==> src/rtl/less_than.sv <==
// Two's-complement / unsigned magnitude comparator built on a single subtraction.
// Provides a combinational signed less-than and a registered, valid-qualified lt/eq/gt set.
module less_than #(
    parameter int unsigned WIDTH = 16
) (
    input  logic             clk,
    input  logic             rst_n,
    input  logic [WIDTH-1:0] InA,
    input  logic [WIDTH-1:0] InB,
    input  logic             in_valid,
    input  logic             signed_mode,
    output logic             Out,
    output logic             out_valid,
    output logic             lt_q,
    output logic             eq_q,
    output logic             gt_q
);

    logic [WIDTH:0] diff;
    logic           carry;
    logic           neg;
    logic           zero;
    logic           ovf;
    logic           slt;
    logic           ult;
    logic           lt_sel;

    logic           out_valid_d;
    logic           lt_d;
    logic           eq_d;
    logic           gt_d;

    // A - B as A + ~B + 1, one bit wider so the top bit is the carry (no borrow).
    always_comb begin
        diff  = {1'b0, InA} + {1'b0, ~InB} + (WIDTH+1)'(1);
        carry = diff[WIDTH];
        neg   = diff[WIDTH-1];
        zero  = (diff[WIDTH-1:0] == '0);
        ovf   = (InA[WIDTH-1] != InB[WIDTH-1]) && (diff[WIDTH-1] != InA[WIDTH-1]);
        slt   = neg ^ ovf;
        ult   = ~carry;
    end

    assign Out = slt;

    always_comb begin
        out_valid_d = in_valid;
        lt_d        = lt_q;
        eq_d        = eq_q;
        gt_d        = gt_q;
        lt_sel      = signed_mode ? slt : ult;
        if (in_valid) begin
            lt_d = lt_sel;
            eq_d = zero;
            gt_d = ~lt_sel & ~zero;
        end
    end

    always_ff @(posedge clk or negedge rst_n) begin
        if (!rst_n) begin
            out_valid <= 1'b0;
            lt_q      <= 1'b0;
            eq_q      <= 1'b0;
            gt_q      <= 1'b0;
        end else begin
            out_valid <= out_valid_d;
            lt_q      <= lt_d;
            eq_q      <= eq_d;
            gt_q      <= gt_d;
        end
    end

endmodule

==> config.mk <==
export PLATFORM = sky130hd
export DESIGN_NAME = less_than
export DESIGN_NICKNAME = d
export VERILOG_FILES = /design/src/rtl/less_than.sv
export SDC_FILE = /design/constraint.sdc
export NUM_CORES = 1
export LEC_CHECK = 0
export ABC_AREA = 0
export CAP_MARGIN = 30
export CELL_PAD_IN_SITES_DETAIL_PLACEMENT = 1
export CELL_PAD_IN_SITES_GLOBAL_PLACEMENT = 1
export CORE_MARGIN = 4
export CORE_UTILIZATION = 29
export DETAILED_ROUTE_END_ITERATION = 10
export PLACE_DENSITY_LB_ADDON = 0.25
export SYNTH_ARGS = -nofsm -noshare
export SYNTH_HDL_FRONTEND = slang
export SYNTH_SLANG_ARGS = --single-unit
==> constraint.sdc <==
create_clock -name clk -period 3.2 [get_ports clk]
set_clock_uncertainty 0.2 [all_clocks]
set_input_delay 0.64 -clock clk [delete_from_list [all_inputs] [get_ports clk]]
set_output_delay 0.64 -clock clk [all_outputs]
set_load 0.01 [all_outputs]
Word-level counts from Yosys, hierarchy flattened
Index checks and enable logic that the tools add are counted.

Add/subtract/negate cells: 2. Bitwise gates (word level): 6. Reduce and logical (&&, ||, !) cells: 2. Mux-type cells: 1. Equality and inequality tests: 2.

Operator list (count): adder 16 x 16 -> 17 bit (1); adder 17 x 1 -> 17 bit, second input constant (1); zero test 16 bit (1); inverter 16 bit (1); inverter 1 bit (3); inequality test 1 bit (2); AND 1 bit (1); logical AND 1 bit (1); two-way mux 1 bit (1); XOR 1 bit (1).

Bits in registers: 4. Logic and storage cells: 17. Output and inout port bits: 5. Input port bits: 36.

Longest topological paths before layout
Depth after elaboration: 9. Mapped depth: 18. Gate-level depth less buffers: 17.

Least setup slack after synthesis
No wires, ideal clock.

Path type: input -> register. Start: in InB[6]. End: reg gt_q. Slack: -0.812 ns. Required time: 2.863 ns. Stages on the path: 17. Library setup time: 0.137 ns. Data arrival time: 3.675 ns. Path through: inv_1 > ha_1 > a21oi_1 > o21ai_0 > a21oi_1 > o221ai_1 > a21oi_1 > o21bai_1 > a31oi_1 > fa_1 > nand4_1 > a2111oi_4 > nand4_1 > nor4_1 > o2111ai_1 > a2111oi_2 > a21oi_1.

Longest elaborated chain between the ends: 9. Elaborated cells on any way between the ends: 12. Those cells by class: 2 x add/sub; 1 x eq/ne; 1 x mux; 6 x bitwise; 2 x reduce/logical.

RTL lines: start: declaration (RTL line 9) `input logic [WIDTH-1:0] InB,`; inverter 16 bit (*) (RTL line 35) `diff = {1'b0, InA} + {1'b0, ~InB} + (WIDTH+1)'(1);`; adder 16 x 16 -> 17 bit (*) (RTL line 35); adder 17 x 1 -> 17 bit (*) (RTL line 35); inequality test 1 bit (RTL line 39) `ovf = (InA[WIDTH-1] != InB[WIDTH-1]) && (diff[WIDTH-1] != InA[WIDTH-1]);`; logical AND 1 bit (RTL line 39); XOR 1 bit (RTL line 40) `slt = neg ^ ovf;`; two-way mux 1 bit (RTL line 51) `lt_sel = signed_mode ? slt : ult;`; inverter 1 bit (RTL line 55) `gt_d = ~lt_sel & ~zero;`; AND 1 bit (*) (RTL line 55); end signal: assignment (RTL line 69) `gt_q <= gt_d;`; end: declaration (RTL line 16) `output logic gt_q`.

Mark *: on every way between the ends. The rest lies on a longest branch, timed or not. A chain may end at the register's enable or synchronous reset.

Worst setup path in the final report
Start: in InB[8]. End: reg gt_q.

The elaborated chain is that of the path after synthesis.

==> results.txt <==
The number of port buffers is 40. In this run the number of H-tree levels came out at 1. The share of synthesized area in the top cell type comes to 0.170. The number of clock buffers inserted by TritonCTS came out at 3. The maximum vdd drop came out at 0.000113 V. The cell type with the highest aggregate area in the netlist is sky130_fd_sc_hd__ha_1. After the first detailed-routing iteration, the DRC count stood at 41. The initial utilization of the core area, before any placement, comes to 0.310. The net count of the finished layout came out at 283. The max-cap violation count came out at 0.

The transition time of the tightest slew-check pin is 0.446 ns. The mean area per synthesized cell came out at 7.96 um2. The total core area is 0.00380 mm2.

The later pin in the worst-skew pair is clocked with a latency of 0.21 ns. The area of placed instances is 0.00198 mm2. STA classifies the critical path startpoint as a primary input.

The overall track demand over capacity in global routing is 0.180. The post-place setup slack came out at -1.40 ns. The number of iterations in the first detailed-routing pass came out at 4.

The area growth from synthesis to layout is 84.0%. After clock tree synthesis, the clock-pin slew on the worst setup and hold paths is 0.03 ns. The total congestion overflow is 0.

The number of filler instances in the final layout came out at 441. The via count of the first global-routing pass is 1638. The floorplan step set the die width to 71.8 um. In this run the worst path has a maximum fanout of 4.

The number of flops mapped to enable cells by yosys is 0. The number of cells produced by synthesis came out at 148. The path type of the worst min-delay path is reg -> reg. The clock sink count is 4. The HPWL reported at the end of detailed placement came out at 3.65 mm. The total area of multi-input combinational cells is 0.00117 mm2.

The final wirelength came out at 4.44 mm. The floorplan die area came out at 0.00515 mm2. The total power density per cell area is 241 mW/mm2.

0 antenna diodes ended up in the layout. The number of rows created at floorplan came out at 22. The area of all sequential standard cells is 100 um2. The final routed wire length divided by cell count is 16.1 um. The proportion of register bits with asynchronous set or reset after synthesis is 1.00. The final design instance area without fill came out at 0.00217 mm2. Setup repair after global routing could not meet its margin everywhere.

The number of nets still failing antenna checks after routing came out at 0. The number of register bits inferred by synthesis is 4. In the final layout, the share of cells above drive strength 1 is 0.441. During synthesis, Yosys emitted a total of 0 warnings. Hold is met by 0.303 ns. TritonCTS built the clock tree. The maximum buffer depth of the clock tree is 2. The flow ran to the end, but the final reports show violations. The final critical-path setup slack is -0.611 ns. The checks that failed: negative setup slack. Using the TritonRoute via totals, the vias-per-cell ratio works out to 5.31.

The count of pins on the block boundary came out at 41. The data arrival at the endpoint of the critical path came out at 3.69 ns. At the worst endpoint, the required time is 3.08 ns. For this run, the leading register cell type out of synthesis is sky130_fd_sc_hd__dfrtp_1.

The part of the Yosys area used for sequential elements came out at 0.0849. STA classifies the critical path endpoint as a flop. Counting instances, the worst hold path has a depth of 1. Headroom to the max-slew limit came out at 0.695. The initial antenna violation count is 0. The final-report setup violation count is 3. The remaining design rule violation count came out at 0. The final-report hold violation count is 0. The kind of critical path is in -> reg. The count of cells along the worst register-to-register path came out at 1.

The shortest period the worst path allows came out at 3.81 ns. The area of the mapped netlist came out at 0.00118 mm2. The final period utilization is 1.19. The first global-routing pass estimated 7.64 mm of wire. The net count after synthesis came out at 202. The final weighted congestion in routability-driven placement came out at 0.811. The count of vias placed by the detailed router is 1461. The die height is 71.8 um. After synthesis, the cell types taking the most area are sky130_fd_sc_hd__ha_1 (17%), sky130_fd_sc_hd__dfrtp_1 (8.5%), sky130_fd_sc_hd__inv_1 (7.0%). The final count of pins violating max slew is 0. The maximum clock frequency came out at 262 MHz. The static leakage power came out at 0.000968 uW. The distinct cell type count after synthesis is 46. The maximum number of pins on one net before global-route repair came out at 14. The tree is rooted in a sky130_fd_sc_hd__clkbuf_8.
-- worst paths after layout --
path,to,from,slack [ns]
max,gt_q,InB[8],-0.61
min,eq_q,eq_q,0.30
max reg2reg,lt_q,lt_q,2.30
min reg2reg,eq_q,eq_q,0.30
max in group asynchronous,eq_q,rst_n,2.20
min in group asynchronous,lt_q,rst_n,0.43
-- area by class of cell --
cell class,count,share of cell area
Inverter,22,0.0439
Sequential cell,4,0.0462
Tap cell,48,0.0277
Timing Repair Buffer,81,0.325
Multi-Input combinational cell,117,0.538
Clock buffer,3,0.0190
-- synthesized netlist by cell type (2+ instances only) --
library cell and number:
sky130_fd_sc_hd__dfrtp_1 4, sky130_fd_sc_hd__o21ai_0 7, sky130_fd_sc_hd__nor3b_1 2, sky130_fd_sc_hd__o211ai_1 3, sky130_fd_sc_hd__nor2_1 3, sky130_fd_sc_hd__a311oi_1 2
sky130_fd_sc_hd__nand2b_1 2, sky130_fd_sc_hd__a2111oi_4 2, sky130_fd_sc_hd__o21bai_1 3, sky130_fd_sc_hd__nand4_1 2, sky130_fd_sc_hd__o2111ai_1 2, sky130_fd_sc_hd__nor4_1 3
sky130_fd_sc_hd__nor2b_1 4, sky130_fd_sc_hd__o21a_1 4, sky130_fd_sc_hd__a21o_1 6, sky130_fd_sc_hd__nand3b_1 2, sky130_fd_sc_hd__xnor2_1 2, sky130_fd_sc_hd__nor4b_1 2
sky130_fd_sc_hd__nand2_1 8, sky130_fd_sc_hd__o221ai_1 2, sky130_fd_sc_hd__o31a_1 2, sky130_fd_sc_hd__nor3_1 2, sky130_fd_sc_hd__and3b_1 4, sky130_fd_sc_hd__mux2i_1 2
sky130_fd_sc_hd__a21oi_1 14, sky130_fd_sc_hd__ha_1 16, sky130_fd_sc_hd__inv_1 22, sky130_fd_sc_hd__fa_1 2, sky130_fd_sc_hd__clkbuf_1 2
-- what timing repair did --
| item | CTS | global route |
|---|---|---|
| setup buffers | 4 | 2 |
| pin swaps | 28 | 15 |
| gates resized for setup | 102 | 6 |
| hold buffers | 0 | 0 |
| endpoints found under the setup margin | 4 | 4 |
| endpoints found under the hold margin | 0 | 0 |
-- registers in the layout, summed over array words and instances (netlist names) --
register and count:
gt_q 1, out_valid 1, lt_q 1, eq_q 1
-- worst max-delay path, cell delays in order --
cell and delay, ns:
sky130_fd_sc_hd__buf_8 0.08, sky130_fd_sc_hd__inv_8 0.03, sky130_fd_sc_hd__ha_4 0.27, sky130_fd_sc_hd__and4_4 0.25, sky130_fd_sc_hd__o2111ai_4 0.13, sky130_fd_sc_hd__o221ai_2 0.18
sky130_fd_sc_hd__a21oi_1 0.09, sky130_fd_sc_hd__o21bai_1 0.14, sky130_fd_sc_hd__a31oi_1 0.12, sky130_fd_sc_hd__fa_1 0.52, sky130_fd_sc_hd__nand4_1 0.16, sky130_fd_sc_hd__a2111oi_4 0.23
sky130_fd_sc_hd__nand4_1 0.14, sky130_fd_sc_hd__nor4_2 0.16, sky130_fd_sc_hd__o2111ai_1 0.16, sky130_fd_sc_hd__a2111oi_2 0.30, sky130_fd_sc_hd__a21oi_1 0.08
-- metal layers --
metal / track usage / wire [um] / up-vias
li1: - / - / 713
met5: 0 / 0 / -
met2: 0.347 / 2380 / 32
met3: 0.0210 / 139 / 8
met1: 0.210 / 1860 / 708
met4: 0.0355 / 63 / 0
-- logic make-up after synthesis --
group | Yosys count | synth area share
and+or+nand+nor | 40 | 0.221
xor gates and xnor gates | 2 | 0.0149
AOI/OAI and AO/OA | 54 | 0.352
muxes | 3 | 0.0265
buffers and inverters | 27 | 0.0966
DFF | 4 | 0.0849
adders and majority gates | 18 | 0.204
-- layout by cell type (no fill, tap or decap), types with 3 or more instances in the layout --
master | netlist | routed
sky130_fd_sc_hd__buf_4 | 1 | 41
sky130_fd_sc_hd__clkdlybuf4s50_1 | 0 | 18
sky130_fd_sc_hd__a21oi_1 | 14 | 12
sky130_fd_sc_hd__inv_1 | 22 | 11
sky130_fd_sc_hd__ha_4 | 0 | 11
sky130_fd_sc_hd__buf_6 | 1 | 9
sky130_fd_sc_hd__inv_2 | 0 | 8
sky130_fd_sc_hd__nand2_1 | 8 | 7
sky130_fd_sc_hd__a21o_1 | 6 | 6
sky130_fd_sc_hd__o21ai_0 | 7 | 6
sky130_fd_sc_hd__ha_1 | 16 | 5
sky130_fd_sc_hd__dlygate4sd2_1 | 0 | 5
sky130_fd_sc_hd__o21a_1 | 4 | 4
sky130_fd_sc_hd__and3b_1 | 4 | 4
sky130_fd_sc_hd__dfrtp_1 | 4 | 4
sky130_fd_sc_hd__buf_2 | 0 | 4
sky130_fd_sc_hd__o21bai_1 | 3 | 3
sky130_fd_sc_hd__nor2b_1 | 4 | 3
sky130_fd_sc_hd__o211ai_1 | 3 | 3
sky130_fd_sc_hd__nor2_1 | 3 | 3
sky130_fd_sc_hd__clkbuf_8 | 0 | 3
-- stage by stage --
stage | utilization | power [uW] | TNS [ns] | instances
floorplan | - | 239 | -0.871 | 148
global placement | 0.521 | 372 | -3.82 | 266
detailed placement | 0.521 | 386 | -4.47 | 266
CTS | 0.562 | 517 | -2.52 | 273
global route | 0.571 | 563 | -2.44 | 275
finish | 0.571 | 523 | -1.74 | 275
-- report_power, final --
part	switching (uW)	internal, uW
clock	24.8	80.1
sequential	2.84	55.3
combinational	164	196
(Power assumes the default switching activity.)
